**src/rtl/hex_text_scroller.sv**
```systemverilog
// Stores a character message and scrolls it right-to-left across NUM_DIGITS seven-segment ASCII slots.
// ascii_out lags pos by one cycle; wr_ready drops once the message is complete and only clear reopens it.
module hex_text_scroller #(
  parameter int NUM_DIGITS = 6,
  parameter int ASCII_LEN  = 8,
  parameter int BUF_DEPTH  = 32,
  parameter int TICK_DIV   = 25000000
) (
  input  logic                                clk,
  input  logic                                reset_n,
  input  logic                                wr_valid,
  output logic                                wr_ready,
  input  logic [ASCII_LEN-1:0]                wr_char,
  input  logic                                wr_last,
  input  logic                                clear,
  input  logic                                scroll_en,
  output logic [NUM_DIGITS*ASCII_LEN-1:0]     ascii_out,
  output logic                                scrolling,
  output logic [$clog2(BUF_DEPTH+1)-1:0]      msg_len
);

  localparam int LW = $clog2(BUF_DEPTH + 1);
  localparam int PW = $clog2(BUF_DEPTH + NUM_DIGITS);
  localparam int AW = (BUF_DEPTH > 1) ? $clog2(BUF_DEPTH) : 1;
  localparam int TW = (TICK_DIV > 1) ? $clog2(TICK_DIV) : 1;

  localparam logic [PW:0]            ND_W      = (PW+1)'(NUM_DIGITS);
  localparam logic [TW-1:0]          TICK_MAX  = TW'(TICK_DIV - 1);
  localparam logic [LW-1:0]          LAST_SLOT = LW'(BUF_DEPTH - 1);
  localparam logic [ASCII_LEN-1:0]   SPACE     = ASCII_LEN'(32);
  localparam logic [NUM_DIGITS*ASCII_LEN-1:0] SPACES = {NUM_DIGITS{SPACE}};

  typedef enum logic [1:0] {IDLE, LOAD, SCROLL} state_t;

  state_t                          state;
  logic [PW-1:0]                   pos;
  logic [TW-1:0]                   tick;
  logic [ASCII_LEN-1:0]            msg_buf [BUF_DEPTH];
  logic [NUM_DIGITS*ASCII_LEN-1:0] disp_nxt;
  logic [PW:0]                     vlen;
  logic                            accept;
  logic                            pos_wrap;

  assign wr_ready  = (state != SCROLL);
  assign scrolling = (state == SCROLL);
  assign accept    = wr_valid && wr_ready;
  assign vlen      = (PW+1)'(msg_len) + ND_W;
  assign pos_wrap  = ({1'b0, pos} == (vlen - 1'b1));

  // Virtual stream is NUM_DIGITS blanks followed by the message; idx < 2*vlen so one subtract wraps it.
  for (genvar k = 0; k < NUM_DIGITS; k++) begin : g_digit
    logic [PW:0]   sum;
    logic [PW:0]   idx;
    logic [AW-1:0] slot;
    assign sum  = {1'b0, pos} + (PW+1)'(NUM_DIGITS - 1 - k);
    assign idx  = (sum >= vlen) ? (sum - vlen) : sum;
    assign slot = AW'(idx - ND_W);
    assign disp_nxt[k*ASCII_LEN +: ASCII_LEN] = (idx < ND_W) ? SPACE : msg_buf[slot];
  end

  always_ff @(posedge clk) begin
    if (accept && !clear)
      msg_buf[AW'(msg_len)] <= wr_char;
  end

  always_ff @(posedge clk or negedge reset_n) begin
    if (!reset_n) begin
      state     <= IDLE;
      msg_len   <= '0;
      pos       <= '0;
      tick      <= '0;
      ascii_out <= SPACES;
    end else if (clear) begin
      state     <= IDLE;
      msg_len   <= '0;
      pos       <= '0;
      tick      <= '0;
      ascii_out <= SPACES;
    end else begin
      case (state)
        IDLE, LOAD: begin
          ascii_out <= SPACES;
          if (accept) begin
            msg_len <= msg_len + 1'b1;
            if (wr_last || (msg_len == LAST_SLOT)) begin
              state <= SCROLL;
              pos   <= '0;
              tick  <= '0;
            end else begin
              state <= LOAD;
            end
          end
        end
        SCROLL: begin
          ascii_out <= disp_nxt;
          if (scroll_en) begin
            if (tick == TICK_MAX) begin
              tick <= '0;
              pos  <= pos_wrap ? '0 : pos + 1'b1;
            end else begin
              tick <= tick + 1'b1;
            end
          end
        end
        default: state <= IDLE;
      endcase
    end
  end

endmodule

```
**config.mk**
```make
export PLATFORM = sky130hd
export DESIGN_NAME = hex_text_scroller
export DESIGN_NICKNAME = d
export VERILOG_FILES = /design/src/rtl/hex_text_scroller.sv
export SDC_FILE = /design/constraint.sdc
export NUM_CORES = 2
export LEC_CHECK = 0
export BUFFER_PORTS_ARGS = -buffer_cell sky130_fd_sc_hd__buf_2
export CAP_MARGIN = 20
export CORE_UTILIZATION = 43
export CTS_BUF_LIST = sky130_fd_sc_hd__clkbuf_2
export DETAILED_ROUTE_END_ITERATION = 8
export SYNTH_ARGS = -nofsm -noshare
export SYNTH_HDL_FRONTEND = slang
export SYNTH_SLANG_ARGS = --single-unit
```
**constraint.sdc**
```tcl
create_clock -name clk -period 6.6 [get_ports clk]
set_input_delay 0.99 -clock clk [delete_from_list [all_inputs] [get_ports clk]]
set_output_delay 0.99 -clock clk [all_outputs]
set_load 0.1 [all_outputs]
```
* Word level (Yosys, flattened, before mapping)
Memories as Yosys holds them, arrays and structs flattened. Index checks and enable logic that the tools add are counted.
Cells by class: magnitude comparators 12, mux-type cells 36, reduce and logical (&&, ||, !) cells 13, add/subtract/negate cells 22, equal/unequal tests 11
Operators by type and width (count):
- 25-bit 2-to-1 mux | 5
- 48-bit case mux with 2 select lines | 1
- 6-bit 2-to-1 mux | 9
- 25-bit case mux with 2 select lines | 1
- 48-bit 2-to-1 mux | 1
- 8-bit 2-to-1 mux | 6
- 7-bit by 3-bit less-than comparator with 1-bit output, second input constant | 6
- 7-bit 2-to-1 mux | 6
- 7-bit >= comparator | 5
- 7-bit subtractor | 5
- 5-bit by 3-bit subtractor with 5-bit output, second input constant | 6
- 25-bit by 1-bit adder with 25-bit output, second input constant | 1
- 25-bit equality test, second input constant | 1
- 6-bit by 3-bit adder with 7-bit output, second input constant | 3
- 6-bit by 2-bit adder with 7-bit output, second input constant | 2
- 6-bit by 1-bit adder with 6-bit output, second input constant | 2
- 6-bit case mux with 2 select lines | 1
- 3-bit inequality test, second input constant | 3
- 6-bit by 1-bit adder with 7-bit output, second input constant | 1
- 6-bit by 7-bit equality test with 1-bit output | 1
- 6-bit by 7-bit >= comparator with 1-bit output | 1
- 6-bit by 7-bit subtractor with 7-bit output | 1
- 7-bit by 1-bit subtractor with 7-bit output, second input constant | 1
- 6-bit by 5-bit equality test with 1-bit output, second input constant | 1
- 17 further kinds | 24
Storage, ports and cells: input port bits 14, memories kept 1, output and inout bits 56, bits in registers 87, word-level logic and storage cells 100, RAM bits 256
Memories:
- msg_buf | depth 32, width 8, read ports 6, clocked after Yosys merged registers in 0, wr ports 1, line 38 | logic [ASCII_LEN-1:0] msg_buf [BUF_DEPTH];

* Depth between registers and ports, before layout
depth after elaboration 8, depth in mapped cells 25, mapped depth without buffers 22

* Worst setup path before layout
Ideal clock, no wire load.
path kind flip-flop to flip-flop, from reg msg_len[1], to reg ascii_out[46], data arrival time 6567 ps, path buffers 5, data required time 6476 ps, clock period less this slack 6691 ps, path slack -91 ps, stages on the path, launching flop included 21, setup time 124 ps, cell sequence dfrtp_1 inv_1 ha_1 xor2_1 ha_1 a41oi_1 nand3_1 a211o_1 and2_1 buf_2 a21oi_1 buf_2 inv_2 buf_1 ha_1 clkbuf_1 clkbuf_1 mux4_2 mux2i_1 o22ai_1 a211o_1
Between the ends: cells in the longest elaborated chain, start to end 8, elaborated cells between the ends (all ways) 10, classes of those cells add/sub: 3; order compare: 2; mux: 4; memory: 1
Ends and longest elaborated chain:
- from (decl) | line 19 | output logic [$clog2(BUF_DEPTH+1)-1:0] msg_len
- from (signal assigned) | line 84 | msg_len <= msg_len + 1'b1;
- 6-bit by 3-bit adder with 7-bit output * | line 47 | assign vlen = (PW+1)'(msg_len) + ND_W;
- 6-bit by 7-bit subtractor with 7-bit output / 6-bit by 7-bit >= comparator with 1-bit output (equally long branches) | line 56 | assign idx = (sum >= vlen) ? (sum - vlen) : sum;
- 7-bit 2-to-1 mux * | line 56
- 5-bit by 3-bit subtractor with 5-bit output | line 57 | assign slot = AW'(idx - ND_W);
- memory read 32 x 8 bit
- 8-bit 2-to-1 mux * | line 58 | assign disp_nxt[k*ASCII_LEN +: ASCII_LEN] = (idx < ND_W) ? SPACE : msg_buf[slot];
- 48-bit case mux with 2 select lines * | line 80 | case (state)
- 48-bit 2-to-1 mux * | line 73 | end else if (clear) begin
- to (signal assigned) | line 95 | ascii_out <= disp_nxt;
- to (decl) | line 17 | output logic [NUM_DIGITS*ASCII_LEN-1:0] ascii_out,
Every way passes the cells marked *; elsewhere a longest branch is shown, timed or not. A chain may end at the register's enable or synchronous reset.

* Worst setup path after layout
from reg pos[2], to reg ascii_out[24]
Between the ends: cells in the longest elaborated chain, start to end 8, elaborated cells between the ends (all ways) 10, classes of those cells add/sub: 3; order compare: 2; mux: 4; memory: 1
Ends and longest elaborated chain:
- from (decl) | line 36 | logic [PW-1:0] pos;
- from (signal assigned) | line 99 | pos <= pos_wrap ? '0 : pos + 1'b1;
- 6-bit by 2-bit adder with 7-bit output * | line 55 | assign sum = {1'b0, pos} + (PW+1)'(NUM_DIGITS - 1 - k);
- 7-bit subtractor / 7-bit >= comparator (equally long branches) | line 56
- 7-bit 2-to-1 mux * | line 56
- 5-bit by 3-bit subtractor with 5-bit output | line 57
- memory read 32 x 8 bit
- 8-bit 2-to-1 mux * | line 58
- 48-bit case mux with 2 select lines * | line 80
- 48-bit 2-to-1 mux * | line 73
Marked as above.

==> impl_results.md <==
- Req. time, crit path: between 7000 and 8000 ps
- Most frequent CP cell: ha_1
- Critical path class: reg2reg
- Final min period: 6030 ps
- Final Hold Vio Count: 0
- Initial Utilization: 43.8%
- Largest cells by area after synthesis: edfxtp_1 (27%), mux4_2 (15%), mux2i_1 (14%)
- Crit path DAT: a little over 7000 ps
- Routed WL: 120 mm
- Final setup fails: 0
- Hold/Removal Path Class: in2reg
- GRT Resource Usage Total: 35.3%
- Syn Nets: 2757
- # IOs: 70
- Via/cell ratio: 7.00
- Fill count: 5938
- Post-cts sizing count: 0
- Rel. slew slack: 16.7%
- Via count: ~26000
- Post-synth EDFFs: 256
- PD cells: 250 nW/µm²
- Largest net degree at the start of global routing: 75
- Synthesized area: 28400 µm²
- DIE AREA: 67100 µm²
- CP startpoint kind: flip-flop
- WP buf/inv: 0
- Initial antenna violation count: 11
- Most frequent cell after synthesis: nand2_1
- Final non-filler cell total: 3693
- Worst Skew: 116 ps
- Register area share after synthesis: 34.7%
- Vias in the first global route: 24535
- RD Place Congestion: 0.968
- GRT overflow: 0
- CTS hold repair buffers: 1
- Multi-input logic area: around 18000 µm²
- Worst skew pair latency: 1190 ps
- Min-delay src: wr_valid
- Die X: between 200 and 300 µm
- Gr busiest metal: met2
- Routing usage on met1: 47.0%
- CP Cell Sequence: ha_1, nand3_1, xnor2_1, ha_1, nand2_1, and3b_1, mux2i_1, o31ai_4, mux2i_4, ha_1, nand2_1, o22ai_1, a221o_1
- Buffers on Ports: 69
- Dpl cells: 3511
- CTS root buf: clkbuf_2
- Count of cell types in the netlist: 91
- Core ar.: 64900 µm²
- Global-route met2 utilization: just over 50%
- Max stage delay on crit path: 900 ps
- WP depth: 13
- M3 GR Usage: 10.7%
- TritonCTS buffer count: 95
- Leakage: between 10 and 15 nW
- Post-Syn Instances: 2681
- Slew @ Worst Pin: 1240 ps
- WHS Endpoint: state[0]
- Yosys warnings: 0
- H-tree depth: 3
- RR Endpoint: ascii_out[24]
- Hold depth: 3
- FP Rows: 93
- Worst vdd ir: about 0.17 mV
- First-pass GRT wire length: roughly 170 mm
- Final setup TNS: 0 ps
- Hpwl dp: 78.5 mm
- # nets final: 2830
- CTS tree: done
- Slew Viols, Final: 0
- CP endpoint kind: flip-flop
- Clock buffer depth: 3
- Reg-to-reg slack, setup: 570 ps
- Worst-path clk slew: ~100 ps
- Antenna Nets Post-Route: 0
- Post-synthesis register bit count: approximately 340
- Syn Area/Cell: around 11 µm²
- Share of layout cells above drive strength 1: between 20 and 25%
- RSZ-0062 raised after global routing: false
- FF-to-FF path depth: 13
- FF-to-FF Start: pos[2]
- DRC Markers: 0
- Post-synth top cells: nand2_1 (395), mux2i_1 (385), edfxtp_1 (256)
- MaxCap Viol Count: 0
- Asr flop ratio synth: 25.4%
- CTS Sinks: 343
- Initial drt markers: 4165
- Max Clock Freq: 0.166 GHz
- Routed length per instance: 32.5 µm
- First drt pass iteration count: 6
- Reg area: 9870 µm²
- Tcrit/Tclk final: 91.4%
- Area Growth Syn to Fin: 9.24%
- Post-synth top area cell: edfxtp_1
- Die Y: 259 µm
- Crit path max fanout: 14
- Outcome: complete, no violations
- Post-CTS Setup Repair Bufs: 0
- Top_reg_cell synth: edfxtp_1
- Cell with the largest stage delay on the worst path: ha_1
- CP top delay family: adder cells
- Top-area cell type share of the netlist area: 27.1%
## worst register-to-register path, cell delays in order (launching register included)
cell	delay, ps
dfrtp_1	700
ha_1	440
nand3_1	130
xnor2_1	170
ha_1	410
nand2_1	100
and3b_1	210
mux2i_1	140
o31ai_4	600
mux2i_4	400
ha_1	900
nand2_1	770
o22ai_1	810
a221o_1	220
## cell usage in the layout (no fill, tap or decap), types with 41 or more instances in the layout
master / instances
a221oi_1: 58
mux4_2: 183
dfrtp_1: 80
buf_2: 68
mux2i_1: 382
ha_1: 55
edfxtp_1: 256
clkbuf_2: 140
nor2_1: 98
nand3_1: 80
o211ai_1: 46
nand2_1: 394
buf_4: 92
a21oi_1: 178
inv_1: 41
o21ai_0: 61
## registers in the layout, indices dropped and copies added (netlist names)
name,flops
ascii_out,48
msg_buf,256
msg_len,6
pos,6
state,2
tick,25
## cell type report
| cell class | count | share of cell area (%) |
|---|---|---|
| diodes | 3 | 0.0242 |
| clock buffers | 140 | 2.26 |
| clock inverters | 38 | 0.645 |
| inverters | 45 | 0.544 |
| multi-input cells | 2091 | 56.9 |
| flip-flops and latches | 343 | 31.8 |
| well taps | 855 | 3.45 |
| repair buffers | 178 | 4.34 |
## cells by family after synthesis
group | after synthesis | share of synthesized area (%)
AND/OR/NAND/NOR | 788 | 12.6
adder cells (fa/ha/maj) | 65 | 2.94
XOR/XNOR | 77 | 2.49
flip-flops | 343 | 34.7
buffers and inverters | 247 | 3.96
multiplexers | 610 | 30.0
AO/OA/AOI/OAI | 551 | 13.2
## through the flow
stage               power (W)  worst slack, ps  util (%)  hold slack, ps  cell area, µm²
floorplan             0.00472              311         -             455           28400
global placement      0.00594              836      46.4             474           30100
detailed placement    0.00596              850      46.4             490           30100
CTS                   0.00762              756      47.8             133           31000
global route          0.00794              384      47.8             189           31000
finish                0.00775              567      47.8             219           31000
## worst max path at each step
stage	from	end	slack, ps
after global placement	pos[2]	ascii_out[24]	840
after detailed placement	pos[2]	ascii_out[24]	850
after CTS	msg_len[1]	ascii_out[24]	760
after floorplan	msg_len[2]	ascii_out[46]	310
final	pos[2]	ascii_out[24]	570
after global routing	pos[2]	ascii_out[0]	380
## power breakdown
part	total, W	internal (W)	switching (W)
combinational	0.00370	0.00133	0.00237
clock	0.00168	0.000623	0.00106
sequential	0.00237	0.00234	0.0000293
total	0.00775	0.00429	0.00345
## layer usage
metal | vias to the layer above | wire [µm]
met1 | 12727 | 46200
met5 | - | 50
met4 | 8 | 7330
li1 | 10607 | -
met3 | 464 | 16000
met2 | 2033 | 50600
Note: power is estimated with default switching activity, not from simulation.
